## src/rtl/stopwatch_control.sv

```systemverilog
// rtl/stopwatch_control.sv - start/stop/lap/clear sequencing for the 0.00.0 stopwatch chain
module stopwatch_control (
    input  logic       clk,
    input  logic       reset,
    input  logic       startStop,
    input  logic       lap,
    input  logic       clear,
    input  logic       upSwitch,
    input  logic       tick,
    input  logic [3:0] minute,
    input  logic [3:0] tenSecond,
    input  logic [3:0] oneSecond,
    input  logic [3:0] tenthSecond,
    output logic       countEnable,
    output logic       countUp,
    output logic       counterClear,
    output logic [3:0] dispMinute,
    output logic [3:0] dispTenSecond,
    output logic [3:0] dispOneSecond,
    output logic [3:0] dispTenthSecond,
    output logic       running,
    output logic       lapActive,
    output logic       done
);

    localparam logic [2:0] IDLE  = 3'd0;
    localparam logic [2:0] RUN   = 3'd1;
    localparam logic [2:0] LAP   = 3'd2;
    localparam logic [2:0] PAUSE = 3'd3;
    localparam logic [2:0] DONE  = 3'd4;

    logic [2:0] state;
    logic       dir_reg;
    logic [3:0] lap_minute;
    logic [3:0] lap_ten_second;
    logic [3:0] lap_one_second;
    logic [3:0] lap_tenth_second;
    logic       term;
    logic       unused_tick;

    // The tick only advances the chain; gating here is on the digits alone.
    assign unused_tick = tick;

    always_comb begin
        term = 1'b0;
        if (dir_reg) begin
            term = (minute == 4'd9) && (tenSecond == 4'd5) &&
                   (oneSecond == 4'd9) && (tenthSecond == 4'd9);
        end else begin
            term = (minute == 4'd0) && (tenSecond == 4'd0) &&
                   (oneSecond == 4'd0) && (tenthSecond == 4'd0);
        end
    end

    assign running     = (state == RUN) || (state == LAP);
    assign lapActive   = (state == LAP);
    assign done        = (state == DONE);
    assign countUp     = dir_reg;
    // Combinational so the chain freezes on the terminal value without wrapping.
    assign countEnable = running && !term;

    assign dispMinute      = lapActive ? lap_minute       : minute;
    assign dispTenSecond   = lapActive ? lap_ten_second   : tenSecond;
    assign dispOneSecond   = lapActive ? lap_one_second   : oneSecond;
    assign dispTenthSecond = lapActive ? lap_tenth_second : tenthSecond;

    always_ff @(posedge clk) begin
        if (reset) begin
            state            <= IDLE;
            dir_reg          <= 1'b1;
            lap_minute       <= 4'd0;
            lap_ten_second   <= 4'd0;
            lap_one_second   <= 4'd0;
            lap_tenth_second <= 4'd0;
            counterClear     <= 1'b0;
        end else begin
            counterClear <= 1'b0;
            case (state)
                IDLE: begin
                    if (clear) begin
                        counterClear <= 1'b1;
                    end else if (startStop) begin
                        dir_reg <= upSwitch;
                        state   <= RUN;
                    end
                end
                RUN: begin
                    if (term) begin
                        state <= DONE;
                    end else if (startStop) begin
                        state <= PAUSE;
                    end else if (lap) begin
                        lap_minute       <= minute;
                        lap_ten_second   <= tenSecond;
                        lap_one_second   <= oneSecond;
                        lap_tenth_second <= tenthSecond;
                        state            <= LAP;
                    end
                end
                LAP: begin
                    if (term) begin
                        state <= DONE;
                    end else if (startStop) begin
                        state <= PAUSE;
                    end else if (lap) begin
                        state <= RUN;
                    end
                end
                PAUSE: begin
                    if (clear) begin
                        counterClear <= 1'b1;
                        state        <= IDLE;
                    end else if (startStop) begin
                        dir_reg <= upSwitch;
                        state   <= RUN;
                    end
                end
                DONE: begin
                    if (clear) begin
                        counterClear <= 1'b1;
                        state        <= IDLE;
                    end
                end
                default: state <= IDLE;
            endcase
        end
    end

endmodule
```

## config.mk

```make
export PLATFORM = sky130hd
export DESIGN_NAME = stopwatch_control
export DESIGN_NICKNAME = d
export VERILOG_FILES = /design/src/rtl/stopwatch_control.sv
export SDC_FILE = /design/constraint.sdc
export NUM_CORES = 1
export LEC_CHECK = 0
export CAP_MARGIN = 20
export CORE_MARGIN = 1
export CORE_UTILIZATION = 40
export CTS_CLUSTER_DIAMETER = 200
export DETAILED_ROUTE_END_ITERATION = 6
export GPL_TIMING_DRIVEN = 0
export PLACE_DENSITY = 0.83
export REMOVE_ABC_BUFFERS = 1
export SYNTH_ARGS = -nofsm -noshare
export SYNTH_HDL_FRONTEND = slang
export SYNTH_SLANG_ARGS = --single-unit
```

## constraint.sdc

```tcl
create_clock -name clk -period 1.85 [get_ports clk]
set_input_delay 0.37 -clock clk [delete_from_list [all_inputs] [get_ports clk]]
set_output_delay 0.37 -clock clk [all_outputs]
set_load 0.05 [all_outputs]
```

# Word level (Yosys, flattened, before mapping)
# Index checks and enable logic that the tools add are counted.
# totals
out_inout_bits,22
word_cells,60
inputBits,23
ff_bits,21
# op_classes
muxes,17
n_eq_ne,12
n_bitwise,4
n_reduce_logical,20
# ops
op,count
3-bit 2-to-1 mux,10
4-bit logical NOT,4
4-bit 2-to-1 mux,4
3-bit one-hot mux with 5 select lines,1
4-bit == test (second input constant),3
4-bit AND reduction,2
1-bit logical AND,7
3-bit by 2-bit == test with 1-bit output (second input constant),2
4-bit by 3-bit == test with 1-bit output (second input constant),1
2-bit inequality test (second input constant),2
4-bit by 3-bit inequality test with 1-bit output (second input constant),1
4-bit inequality test (second input constant),1
1-bit NOT,4
2-bit OR reduction,2
3-bit by 1-bit == test with 1-bit output (second input constant),1
3-bit == test (second input constant),1
3-bit logical NOT,1
3-bit AND reduction,1
3-bit OR reduction,1
1-bit 2-to-1 mux,2
1-bit logical NOT,1
1-bit logical OR,1

# Depth between registers and ports, before layout
# logic_depth
word_depth,7
ltp_mapped,6
depth_no_buf,5

# Worst setup path after synthesis
# No wires, ideal clock.
# synth_path
path_type,flip-flop to output port
startpoint,register state[1]
endpoint,output dispTenSecond[0]
required_time_ps,1480
arrival_ps,1769
setup_slack_ps,-289
path_stages_with_launch,6
path_buffers,2
cell_sequence,dfxtp_1 buf_2 nand2b_1 nor2_2 buf_2 mux2_1
# synth_via
elab_chain_cells,2
# synth_rtl
element,line_no,rtl
start: declaration,32,logic [2:0] state;
start signal: assignment,69,state <= IDLE;
start signal: assignment,84,state <= RUN;
start signal: assignment,89,state <= DONE;
3-bit by 2-bit == test with 1-bit output,56,assign lapActive = (state == LAP);
via lapActive,22,"output logic lapActive,"
4-bit 2-to-1 mux,63,assign dispTenSecond = lapActive ? lap_ten_second : tenSecond;
end: declaration,18,"output logic [3:0] dispTenSecond,"
# The timed path passes the listed nets, and every way through them passes these cells.

# Final worst setup path
# layout_path
startpoint,input oneSecond[1]
endpoint,output countEnable
# layout_via
elab_chain_cells,6
word_cells_on_any_way,9
classes_between,1 x eq/ne; 1 x mux; 7 x reduce/logical
# layout_rtl
element,line_no,rtl
start: declaration,12,"input logic [3:0] oneSecond,"
4-bit == test or 4-bit logical NOT (tied branches),"48, 51",
"1-bit logical AND, on equally long branches","47, 50",
"1-bit logical AND, on equally long branches","48, 51",
1-bit 2-to-1 mux (*),46,if (dir_reg) begin
1-bit logical NOT (*),60,assign countEnable = running && !term;
1-bit logical AND (*),60,
end: declaration,14,"output logic countEnable,"
# Mark *: on every way between the ends. The rest lies on a longest branch, timed or not.

==> flow_metrics.py <==
metrics = {
    "status": {
        "status": "complete, but fails checks",
        "violations": "design-rule violations, negative setup slack",
    },
    "clock_tree": {
        "clkTransAtPathRegs_ns": 0.11,
        "holdBufCountCts": 0,
        "htree_levels": 1,
        "insertion_delay_ns": 0.30,
        "cts.sinks": 21,
        "cts_tree": "built",
        "cts_max_path_buffers": 2,
        "cts-root-buf": "clkbuf_4",
        "cts_inserted_buffers": 3,
    },
    "floorplan": {
        "rows": 19,
        "die_w_um": 57.6,
        "floorplan.core_area_um2": 2850,
        "die_area_um2": 3320,
        "die_h_um": 57.6,
        "pin_count": 45,
        "start_util_pct": 43.4,
    },
    "placement": {
        "portBuffers": 43,
        "routabilityCongestion": 0.814,
        "place_hpwl_um": 2210,
        "placed_cell_area_um2": 1680,
    },
    "drt": {
        "vias": 1257,
        "ant_nets": 0,
        "dr.pass1.iters": 6,
        "wire_per_inst_um": 16.5,
        "drtIter0Drc": 62,
        "wirelength_um": 3650,
        "drc": 3,
        "routed_via_density": 5.69,
    },
    "sta": {
        "setup_viol": 32,
        "max_freq_ghz": 0.484,
        "fin_ws_ns": -0.217,
        "clock_skew_ns": 0.000373,
        "finalHoldViolations": 0,
        "worst_pin_slew_ns": 0.843,
        "fin_crit_sh_pct": 112,
        "relSlewSlack_pct": 43.8,
        "rsz0062_at_grt": "true",
        "period_needed_ns": 2.07,
        "finalMaxSlewViolations": 0,
    },
    "logic_synthesis": {
        "syn_avg_cell_area_um2": 9.17,
        "synth_xor_area_share_pct": 0.708,
        "synthSimpleGateAreaFrac_pct": 26.2,
        "synth_top_area_cell": "dfxtp_1",
        "synth_cells": 135,
        "synth_fa_ha_area_share_pct": 0,
        "synthMuxAreaShare_pct": 17.9,
        "yosysWarnings": 0,
        "synth_compound_area_share_pct": 18.8,
        "synth_top_area_share_pct": 34.0,
        "synthDistinctLibCells": 36,
        "syn-cell-area_um2": 1240,
        "yosys_register_bits": 21,
        "synthTopCellsByArea": "dfxtp_1 (34%), mux2_2 (14%), a22o_1 (6.4%)",
        "yosysSeqAreaShare_pct": 34.0,
        "synth_top_family_by_area": "simple AND/OR/NAND/NOR gates",
    },
    "job": {
        "drv_cap": 0,
    },
    "worst_setup_path": {
        "worstPathMaxFanout": 3,
        "crit_slowest_cell": "or4_4",
        "r2r_cells": 6,
        "critical_path_depth": 6,
        "endpoint_kind": "primary output",
        "crit_type": "in -> out",
        "arrival_ns": 1.70,
        "cp_num_buf_inv": 2,
        "crit_chain": "dlygate4sd2_1 > or4_4 > nor2_4 > o211ai_1 > and2_1 > buf_6",
        "startpoint_type": "input port",
        "cpLargestDelayFamily": "simple AND/OR/NAND/NOR gates",
        "required_ns": 1.48,
        "critPathMaxStageDelay_ns": 0.50,
    },
    "pwr": {
        "powerDensity_nw_per_um2": 599,
        "clkPwrFrac_pct": 18.7,
        "power_leakage_uw": 0.000813,
        "ir_drop_v": 0.000322,
        "power_frac_comb_pct": 41.1,
        "intPower_uw": 775,
        "swShare_pct": 35.3,
        "p_switching_uw": 422,
        "seqPwrFrac_pct": 40.3,
    },
    "finish": {
        "mostFrequentLayoutCell": "dfxtp_1",
        "design_area_um2": 2000,
        "area_growth_pct": 61.5,
        "fin_nets": 214,
        "diodes": 0,
        "final_cell_mix": "dfxtp_1 (17), mux2_4 (15), buf_8 (15)",
        "utilization_pct": 70.0,
        "layout-drive-gt1-share_pct": 40.0,
    },
    "grt": {
        "grt_max_degree": 25,
        "antenna_found_initial": 0,
        "grt_pass1_vias": 1247,
        "globalRouteTotalUtil_pct": 21.0,
        "overflow": 0,
        "grt_pass1_wl_um": 5400,
    },
    "worst_hold_path": {
        "hold_depth": 2,
        "min_path_type": "in -> reg",
    },
}
-- power by group through the flow --
stage,Clock [uW],Combinational [uW],Sequential [uW]
floorplan,0,240,498
global placement,0,397,490
detailed placement,0,402,491
CTS,224,449,481
global route,244,514,484
finish,223,492,482
-- worst paths after layout --
| kind | endpoint | startpoint | slack, ns |
|---|---|---|---|
| worst max-delay path | countEnable | oneSecond[1] | -0.22 |
| worst min register to register | lap_ten_second[0] | lap_ten_second[0] | 0.48 |
| worst max register to register | lap_one_second[3] | state[2] | -0.07 |
| worst min-delay path | lap_one_second[2] | oneSecond[2] | 0.35 |
-- through the flow --
step	instances	total power [uW]	worst slack [ns]	setup TNS, ns	hold WS (ns)
CTS	222	1150	-0.224	-4.23	0.435
floorplan	130	738	-0.472	-7.12	0.432
finish	221	1200	-0.217	-4.79	0.348
detailed placement	204	892	-1.18	-25.00	0.454
global placement	204	887	-1.16	-23.46	0.451
global route	221	1240	-0.312	-7.79	0.347
-- worst reg2reg max path: stages, from the launching register on --
cell      delay [ns]
dfxtp_4         0.37
buf_4           0.14
buf_4           0.14
nand4b_1        0.35
a21oi_2         0.46
or2_4           0.26
o21ai_1         0.09
-- registers in the layout (all words and copies together) (netlist names) --
register and flops:
state 3, countUp 1, lap_ten_second 4, lap_tenth_second 4, lap_one_second 4, lap_minute 4
counterClear 1
-- layer usage --
layer	vias to the layer above	track usage [%]	wire length, um
li1	604	-	-
met1	588	25.9	1570
met2	55	36.2	1780
met3	10	4.02	231
met4	0	8.36	74
met5	-	0	0
-- cell usage after synthesis (all sizes together) --
library cell	number
o31ai	1
buf	3
nor3	5
nand4b	1
o211ai	1
nand2	5
a22o	9
xnor2	1
nand2b	9
and2	2
mux2i	3
nor2	10
nor3b	1
inv	2
o21ai	18
mux2	17
dfxtp	21
a21oi	5
a2111oi	1
nand4	2
a21o	1
or2	2
or4	4
nor2b	8
nand3	1
clkbuf	2
-- logic make-up after synthesis --
| logic type | Yosys count |
|---|---|
| compound gates | 36 |
| xor+xnor | 1 |
| buf+inv | 7 |
| flops | 21 |
| mux | 20 |
| simple gates | 50 |
-- repair_timing --
action                                  CTS  global route
endpoints found under the setup margin   37            37
gates resized for setup                 186            28
gates cloned                              1             1
pin swaps                                 9             2
setup buffers                            14             1
-- layout make-up --
| type | instances | area [um^2] |
|---|---|---|
| Clock buffer | 4 | 26.3 |
| Fill cell | 222 | 855 |
| Inverter | 2 | 7.51 |
| Multi-Input combinational cell | 107 | 870 |
| Sequential cell | 21 | 430 |
| Tap cell | 31 | 38.8 |
| Timing Repair Buffer | 56 | 626 |
No activity file was read; power rests on OpenSTA's default activity.
